<file path="config.mk">
export PLATFORM = sky130hd
export DESIGN_NAME = random_choose_weighted_n_flat
export DESIGN_NICKNAME = d
export VERILOG_FILES = /design/src/rtl/random_choose_weighted_n_pkg.sv /design/src/rtl/random_choose_weighted_n_if.sv /design/src/rtl/random_choose_weighted_n_lfsr.sv /design/src/rtl/random_choose_weighted_n.sv /design/src/flat_wrapper.sv
export SDC_FILE = /design/constraint.sdc
export NUM_CORES = 2
export LEC_CHECK = 0
export BUFFER_PORTS_ARGS = -buffer_cell sky130_fd_sc_hd__buf_2
export CAP_MARGIN = 25
export CORE_MARGIN = 1.5
export CORE_UTILIZATION = 65
export CTS_CLUSTER_DIAMETER = 100
export DETAILED_ROUTE_END_ITERATION = 12
export PLACE_DENSITY = 0.82
export SLEW_MARGIN = 20
export SYNTH_ARGS = -nofsm -noshare
export SYNTH_HDL_FRONTEND = slang
export SYNTH_SLANG_ARGS = --single-unit
</file>
<file path="constraint.sdc">
create_clock -name in_clock -period 13.95 [get_ports in_clock]
set_input_delay 0.6975 -clock in_clock [delete_from_list [all_inputs] [get_ports in_clock]]
set_output_delay 0.6975 -clock in_clock [all_outputs]
set_load 0.02 [all_outputs]
</file>
<file path="src/rtl/random_choose_weighted_n_pkg.sv">
// Shared types and constants for the weighted chooser: FSM states, LFSR polynomial
// and reset value, and the single-step Galois LFSR function.
package rc_pkg;

  typedef enum logic [2:0] {
    IDLE   = 3'd0,
    ACCUM  = 3'd1,
    DRAW   = 3'd2,
    SEARCH = 3'd3,
    DONE   = 3'd4
  } rc_state_e;

  localparam logic [31:0] RC_LFSR_POLY  = 32'h8020_0003;
  localparam logic [31:0] RC_LFSR_RESET = 32'h0000_0001;

  // Right-shifting Galois step: the bit shifted out selects the feedback taps.
  function automatic logic [31:0] rc_lfsr_step(input logic [31:0] v);
    return v[0] ? ((v >> 1) ^ RC_LFSR_POLY) : (v >> 1);
  endfunction

endpackage

</file>
<file path="src/rtl/random_choose_weighted_n_if.sv">
// Control/result bundle of the weighted chooser. Optional in_mask exists only when
// RC_ITEM_MASK_EN is defined.
interface random_choose_weighted_n_if #(
  parameter int NUM_ITEMS = 4,
  parameter int WIDTH     = 32
);
  import rc_pkg::*;

  localparam int IDXW = $clog2(NUM_ITEMS);

  // Handshake: in_start is a request that is taken only on an enabled edge while
  // out_busy is low; out_busy is the inverse of ready. out_valid marks the result
  // cycle (out_index/out_error valid), lasts one enabled cycle and stays high while
  // stalled. out_index/out_error then hold until the next result.
  logic                       in_enable;
  logic                       in_seed_load;
  logic [31:0]                in_seed;
  logic                       in_start;
  logic [NUM_ITEMS*WIDTH-1:0] in_weights;
`ifdef RC_ITEM_MASK_EN
  logic [NUM_ITEMS-1:0]       in_mask;
`endif
  logic                       out_busy;
  logic                       out_valid;
  logic [IDXW-1:0]            out_index;
  logic                       out_error;
  rc_state_e                  dbg_state;

  modport master (
`ifdef RC_ITEM_MASK_EN
    output in_mask,
`endif
    output in_enable, in_seed_load, in_seed, in_start, in_weights,
    input  out_busy, out_valid, out_index, out_error, dbg_state
  );

  modport slave (
`ifdef RC_ITEM_MASK_EN
    input  in_mask,
`endif
    input  in_enable, in_seed_load, in_seed, in_start, in_weights,
    output out_busy, out_valid, out_index, out_error, dbg_state
  );

endinterface

</file>
<file path="src/rtl/random_choose_weighted_n_lfsr.sv">
// 32-bit Galois LFSR with seed load (priority over stepping, ignores enable),
// enable-gated stepping and zero-seed substitution.
module rc_lfsr32
  import rc_pkg::*;
(
  input  logic        clk_i,
  input  logic        rst_i,
  input  logic        en_i,
  input  logic        seed_load_i,
  input  logic [31:0] seed_i,
  output logic [31:0] lfsr_o
);

  logic [31:0] lfsr_q;
  logic [31:0] lfsr_d;

  // An all-zero state would lock the LFSR, so a zero seed becomes 1.
  always_comb begin
    lfsr_d = lfsr_q;
    if (seed_load_i) begin
      lfsr_d = (seed_i == 32'd0) ? 32'd1 : seed_i;
    end else if (en_i) begin
      lfsr_d = rc_lfsr_step(lfsr_q);
    end
  end

  always_ff @(posedge clk_i or posedge rst_i) begin
    if (rst_i) begin
      lfsr_q <= RC_LFSR_RESET;
    end else begin
      lfsr_q <= lfsr_d;
    end
  end

  assign lfsr_o = lfsr_q;

endmodule

</file>
<file path="src/rtl/random_choose_weighted_n.sv">
// Weighted random chooser: P(item i) = w[i]/sum(w). Optional per-item mask when
// RC_ITEM_MASK_EN is defined.
module random_choose_weighted_n
  import rc_pkg::*;
#(
  parameter int NUM_ITEMS = 4,
  parameter int WIDTH     = 32
) (
  input  logic                       in_clock,
  input  logic                       in_reset,
  random_choose_weighted_n_if.slave  bus
);

  localparam int IDXW  = $clog2(NUM_ITEMS);
  localparam int SUMW  = WIDTH + $clog2(NUM_ITEMS);
  localparam int PRODW = WIDTH + SUMW;
  localparam logic [IDXW-1:0] LAST_ITEM = IDXW'(NUM_ITEMS - 1);

  rc_state_e        state_q, state_d;
  logic [WIDTH-1:0] w_q   [NUM_ITEMS];
  logic [WIDTH-1:0] w_d   [NUM_ITEMS];
  logic [SUMW-1:0]  cum_q [NUM_ITEMS];
  logic [SUMW-1:0]  cum_d [NUM_ITEMS];
  logic [SUMW-1:0]  acc_q, acc_d;
  logic [SUMW-1:0]  target_q, target_d;
  logic [IDXW-1:0]  item_q, item_d;
  logic [IDXW-1:0]  index_q, index_d;
  logic             zero_q, zero_d;
  logic             error_q, error_d;

  logic [31:0]      lfsr;
  logic [WIDTH-1:0] add_w;
  logic [SUMW-1:0]  acc_sum;
  logic [PRODW-1:0] product;
  logic [PRODW-1:0] scaled;

  rc_lfsr32 u_lfsr (
    .clk_i       (in_clock),
    .rst_i       (in_reset),
    .en_i        (bus.in_enable),
    .seed_load_i (bus.in_seed_load),
    .seed_i      (bus.in_seed),
    .lfsr_o      (lfsr)
  );

`ifdef RC_ITEM_MASK_EN
  logic [NUM_ITEMS-1:0] mask_q, mask_d;

  always_comb begin
    add_w = w_q[item_q];
    if (!mask_q[item_q]) add_w = '0;
  end
`else
  always_comb begin
    add_w = w_q[item_q];
  end
`endif

  // Full-width product so (r * total) >> WIDTH is exact and always below total.
  always_comb begin
    acc_sum = acc_q + {{(SUMW-WIDTH){1'b0}}, add_w};
    product = {{SUMW{1'b0}}, lfsr[WIDTH-1:0]} * {{WIDTH{1'b0}}, acc_q};
    scaled  = product >> WIDTH;
  end

  always_comb begin
    state_d  = state_q;
    w_d      = w_q;
    cum_d    = cum_q;
    acc_d    = acc_q;
    target_d = target_q;
    item_d   = item_q;
    index_d  = index_q;
    zero_d   = zero_q;
    error_d  = error_q;
`ifdef RC_ITEM_MASK_EN
    mask_d   = mask_q;
`endif
    if (bus.in_enable) begin
      case (state_q)
        IDLE: begin
          if (bus.in_start) begin
            for (int i = 0; i < NUM_ITEMS; i++) begin
              w_d[i] = bus.in_weights[i*WIDTH +: WIDTH];
            end
`ifdef RC_ITEM_MASK_EN
            mask_d = bus.in_mask;
`endif
            acc_d   = '0;
            item_d  = '0;
            state_d = ACCUM;
          end
        end
        ACCUM: begin
          acc_d         = acc_sum;
          cum_d[item_q] = acc_sum;
          if (item_q == LAST_ITEM) begin
            item_d  = '0;
            state_d = DRAW;
          end else begin
            item_d = item_q + IDXW'(1);
          end
        end
        DRAW: begin
          zero_d   = (acc_q == '0);
          target_d = scaled[SUMW-1:0];
          item_d   = '0;
          state_d  = SEARCH;
        end
        // Zero-total draws finish in the first search cycle, like a k=0 hit.
        SEARCH: begin
          if (zero_q) begin
            index_d = '0;
            error_d = 1'b1;
            state_d = DONE;
          end else if ((target_q < cum_q[item_q]) || (item_q == LAST_ITEM)) begin
            index_d = item_q;
            error_d = 1'b0;
            state_d = DONE;
          end else begin
            item_d = item_q + IDXW'(1);
          end
        end
        DONE: begin
          state_d = IDLE;
        end
        default: begin
          state_d = IDLE;
        end
      endcase
    end
  end

  always_ff @(posedge in_clock or posedge in_reset) begin
    if (in_reset) begin
      state_q  <= IDLE;
      acc_q    <= '0;
      target_q <= '0;
      item_q   <= '0;
      index_q  <= '0;
      zero_q   <= 1'b0;
      error_q  <= 1'b0;
      for (int i = 0; i < NUM_ITEMS; i++) begin
        w_q[i]   <= '0;
        cum_q[i] <= '0;
      end
`ifdef RC_ITEM_MASK_EN
      mask_q   <= '0;
`endif
    end else begin
      state_q  <= state_d;
      acc_q    <= acc_d;
      target_q <= target_d;
      item_q   <= item_d;
      index_q  <= index_d;
      zero_q   <= zero_d;
      error_q  <= error_d;
      for (int i = 0; i < NUM_ITEMS; i++) begin
        w_q[i]   <= w_d[i];
        cum_q[i] <= cum_d[i];
      end
`ifdef RC_ITEM_MASK_EN
      mask_q   <= mask_d;
`endif
    end
  end

  assign bus.out_busy  = (state_q != IDLE);
  assign bus.out_valid = (state_q == DONE);
  assign bus.out_index = index_q;
  assign bus.out_error = error_q;
  assign bus.dbg_state = state_q;

endmodule

</file>
<file path="src/flat_wrapper.sv">
// flat-port wrapper written by rule: the top's interface ports become plain ports
module random_choose_weighted_n_flat import rc_pkg::*;
#(
  parameter int NUM_ITEMS = 4,
  parameter int WIDTH     = 32
)
  (in_clock, in_reset, bus_in_enable, bus_in_seed_load, bus_in_seed, bus_in_start, bus_in_weights, bus_out_busy, bus_out_valid, bus_out_index, bus_out_error, bus_dbg_state);
  random_choose_weighted_n_if #(.NUM_ITEMS(NUM_ITEMS), .WIDTH(WIDTH)) bus_i ();
  input  logic in_clock;
  input  logic in_reset;
  input wire logic [$bits(bus_i.in_enable)-1:0] bus_in_enable;
  input wire logic [$bits(bus_i.in_seed_load)-1:0] bus_in_seed_load;
  input wire logic [$bits(bus_i.in_seed)-1:0] bus_in_seed;
  input wire logic [$bits(bus_i.in_start)-1:0] bus_in_start;
  input wire logic [$bits(bus_i.in_weights)-1:0] bus_in_weights;
  output wire logic [$bits(bus_i.out_busy)-1:0] bus_out_busy;
  output wire logic [$bits(bus_i.out_valid)-1:0] bus_out_valid;
  output wire logic [$bits(bus_i.out_index)-1:0] bus_out_index;
  output wire logic [$bits(bus_i.out_error)-1:0] bus_out_error;
  output wire logic [$bits(bus_i.dbg_state)-1:0] bus_dbg_state;
  assign bus_i.in_enable = bus_in_enable;
  assign bus_i.in_seed_load = bus_in_seed_load;
  assign bus_i.in_seed = bus_in_seed;
  assign bus_i.in_start = bus_in_start;
  assign bus_i.in_weights = bus_in_weights;
  assign bus_out_busy = bus_i.out_busy;
  assign bus_out_valid = bus_i.out_valid;
  assign bus_out_index = bus_i.out_index;
  assign bus_out_error = bus_i.out_error;
  assign bus_dbg_state = bus_i.dbg_state;
  random_choose_weighted_n #(.NUM_ITEMS(NUM_ITEMS), .WIDTH(WIDTH)) u_core (.in_clock(in_clock), .in_reset(in_reset), .bus(bus_i));
endmodule
</file>
==> metrics.txt <==
highest achievable clock rate 0.108 GHz; nature of the critical path startpoint register; number of levels in the clock H-tree 2; row cnt slightly above 100; Crit. Startpoint u_core.u_lfsr.lfsr_o[14]$_DFFE_PP0P_; proportion of register bits with asynchronous set or reset after synthesis 1.00; drt first pass iters 5; Critical Path Fanout Max 20; die width 286 um; Top FF cell, synth sky130_fd_sc_hd__dfrtp_1; number of instances in the synthesized netlist 5,311; DIE AREA about 0.08 mm^2; top area cells in the synthesized netlist sky130_fd_sc_hd__fa_1, sky130_fd_sc_hd__dfrtp_1, sky130_fd_sc_hd__ha_1; Min-Delay Path Class in2async; total standard cell area after synthesis 0.0521 mm^2; area of the core 0.0791 mm^2; total of hold buffers inserted after clock tree synthesis 0; total area of multi-input combinational cells 0.0379 mm^2; Period Utilization, post-route 0.661; post-CTS setup repair buffer count 0; total global routing track utilization 0.378; max_slew headroom 0.254; number of distinct library cells after synthesis a little under 70; number of fill cells ~5.7k; cell area after layout 0.0551 mm^2; r2r startpoint u_core.u_lfsr.lfsr_o[14]$_DFFE_PP0P_; post-route antenna net violation count 0; maximum number of pins on one net before global-route repair 169; endpoint arrival time on the critical path 9650 ps; clk slew on worst S/H paths 70 ps; Placer Congestion about 1; max cap viols 0; Synthesized Nets 6,763; via count of the first global-routing pass 43.0k; cells traversed along the worst timing path buf_4 > and2_1 > fa_1 > fa_1 > inv_1 > fa_1 > fa_1 > inv_1 > fa_1 > fa_1 > fa_1 > fa_1 > ha_1 > a211oi_1 > o211ai_1 > a21oi_1 > o211ai_1 > a21oi_1 > o21ai_1 > a31oi_1 > o21ai_1 > a31oi_1 > xor2_1 > o21ai_0; storage element area 0.00934 mm^2; wire length of the first global-routing pass between 200 and 250 mm; sinks on the clock net 373; DRT iter0 DRCs about 3.5k; critical setup path kind reg2reg; commonest non-fill, non-tap cell in the layout sky130_fd_sc_hd__inv_1; total global routing overflow 0; TritonCTS buffer count 39; GR Layer Usage met3 0.0944; delay of the slowest cell on the worst path ~830 ps; Top Ports 173; layout cells sized above 1 0.112; total negative slack for setup checks 0 ps; kind of cell with the highest combined delay on the critical path adder cells; CP bufs+invs 3; placement-stage cell area between 0.05 and 0.06 mm^2; setup-violating endpoint count in the final report 0; GR Layer Usage met2 0.597; Yosys warning total 0; root buffer cell sky130_fd_sc_hd__clkbuf_16; M1 GR Usage 0.463; measured slew at the worst slew-check pin 1110 ps; total via count in the routed design 39.1k; Yosys top cell area share 0.367; unrepaired setup endpoints after global routing false; antenna violations before repair 19; Clock Latency Late Sink 580 ps; starting density of the core 0.658; maximum number of buffers from clock root to sink 3; commonest cells after routing, fill and taps aside sky130_fd_sc_hd__inv_1, sky130_fd_sc_hd__fa_1, sky130_fd_sc_hd__nand2_1, sky130_fd_sc_hd__and2_1, sky130_fd_sc_hd__dfrtp_1; Area Growth Syn to Fin 5.74%; fraction of the yosys area taken by sequential cells 0.179; most used cell, CP sky130_fd_sc_hd__fa_1; DP Wirelength 106 mm; busiest grt layer met2; number of remaining DRC errors 0; mean routed wirelength per cell 23.3 um; slowest cell on the critical path sky130_fd_sc_hd__dfrtp_1; worst clock skew on the final layout between 20 and 25 ps; number of hold violations in the final report 0; vias per inst 6.14; time the worst path needs with I/O delays and setup 9230 ps; number of nets at the end of the flow a little under 7k; run status completed; final wirelength 149 mm; number of cells upsized or downsized after cts 0; nature of the critical path endpoint register; average cell area after synthesis 9.81 um^2; number of I/O port buffers roughly 170; Synth Register Bits 373; cell type with the highest aggregate area in the netlist sky130_fd_sc_hd__fa_1; TritonCTS clock tree built; Post-synth EDFFs 0; die height around 290 um; Crit path required time 14,370 ps; final-report max-slew violation count 0
==> cell type report <==
| cell class | instances | share of cell area |
|---|---|---|
| Multi-Input combinational cell | 3632 | 0.688 |
| Sequential cell | 373 | 0.170 |
| Inverter | 978 | 0.0668 |
| Timing Repair Buffer | 255 | 0.0286 |
| Tap cell | 1050 | 0.0238 |
| Clock buffer | 58 | 0.0203 |
| Clock inverter | 12 | 0.00252 |
| Antenna cell | 11 | 0.000500 |
==> final timing paths <==
kind	endpoint	slack, ps	cells past startpoint
worst min register to register	u_core.cum_q[55]$_DFFE_PP0P_	480	2
worst max register to register	u_core.target_q[24]$_DFFE_PP0P_	4720	24
max in group asynchronous	u_core.u_lfsr.lfsr_o[24]$_DFFE_PP0P_	11470	5
worst min-delay path	u_core.w_q[35]$_DFFE_PP0P_	330	2
worst max-delay path	u_core.target_q[24]$_DFFE_PP0P_	4720	24
min in group in_clock	u_core.u_lfsr.lfsr_o[6]$_DFFE_PP0P_	350	3
==> synthesized netlist by cell type, types with 19 or more instances <==
master                     count
sky130_fd_sc_hd__a21o_1       59
sky130_fd_sc_hd__a21oi_1      93
sky130_fd_sc_hd__and2_1      490
sky130_fd_sc_hd__clkbuf_1    309
sky130_fd_sc_hd__dfrtp_1     372
sky130_fd_sc_hd__fa_1        956
sky130_fd_sc_hd__ha_1        331
sky130_fd_sc_hd__inv_1       978
sky130_fd_sc_hd__mux2_2      172
sky130_fd_sc_hd__mux2i_1      36
sky130_fd_sc_hd__mux4_2       66
sky130_fd_sc_hd__nand2_1     828
sky130_fd_sc_hd__nand3_1      51
sky130_fd_sc_hd__nand4_1      24
sky130_fd_sc_hd__nor2_1       43
sky130_fd_sc_hd__nor4_1       19
sky130_fd_sc_hd__o21ai_0     221
sky130_fd_sc_hd__xnor2_1      43
sky130_fd_sc_hd__xor2_1       23
==> metal layers <==
metal  up-vias  share of wire  routed length [um]
li1      16200              -                   -
met1     19800           0.35               51400
met2      2308           0.47               70100
met3       732           0.11               15600
met4        10          0.077               11400
met5         -        0.00047                  70
==> stage by stage <==
step                worst slack, ps   util  cells  hold slack, ps
floorplan                      2900      -   5311             441
global placement               5350  0.678   6282             456
detailed placement             5130  0.679   6285             466
CTS                            5090  0.695   6355             339
global route                   4450  0.696   6368             349
finish                         4720  0.696   6369             329
==> state kept, by name, summed over array words and instances (netlist names) <==
| signal | count |
|---|---|
| u_core.bus.dbg_state | 3 |
| u_core.target_q | 34 |
| u_core.u_lfsr.lfsr_o | 32 |
| u_core.cum_q | 136 |
| u_core.zero_q | 1 |
| u_core.bus.out_error | 1 |
| u_core.item_q | 2 |
| u_core.w_q | 128 |
| u_core.bus.out_index | 2 |
| u_core.acc_q | 34 |
==> logic make-up after synthesis <==
group / share of synthesized area
AND/OR/NAND/NOR: 0.140
AO/OA/AOI/OAI: 0.0560
buffers and inverters: 0.0942
multiplexers: 0.0726
flip-flops: 0.179
XOR/XNOR: 0.0111
adder cells (fa/ha/maj): 0.447
Power is not shown: default switching activity piles up to over one toggle a cycle in this logic, so the estimate is an artifact.
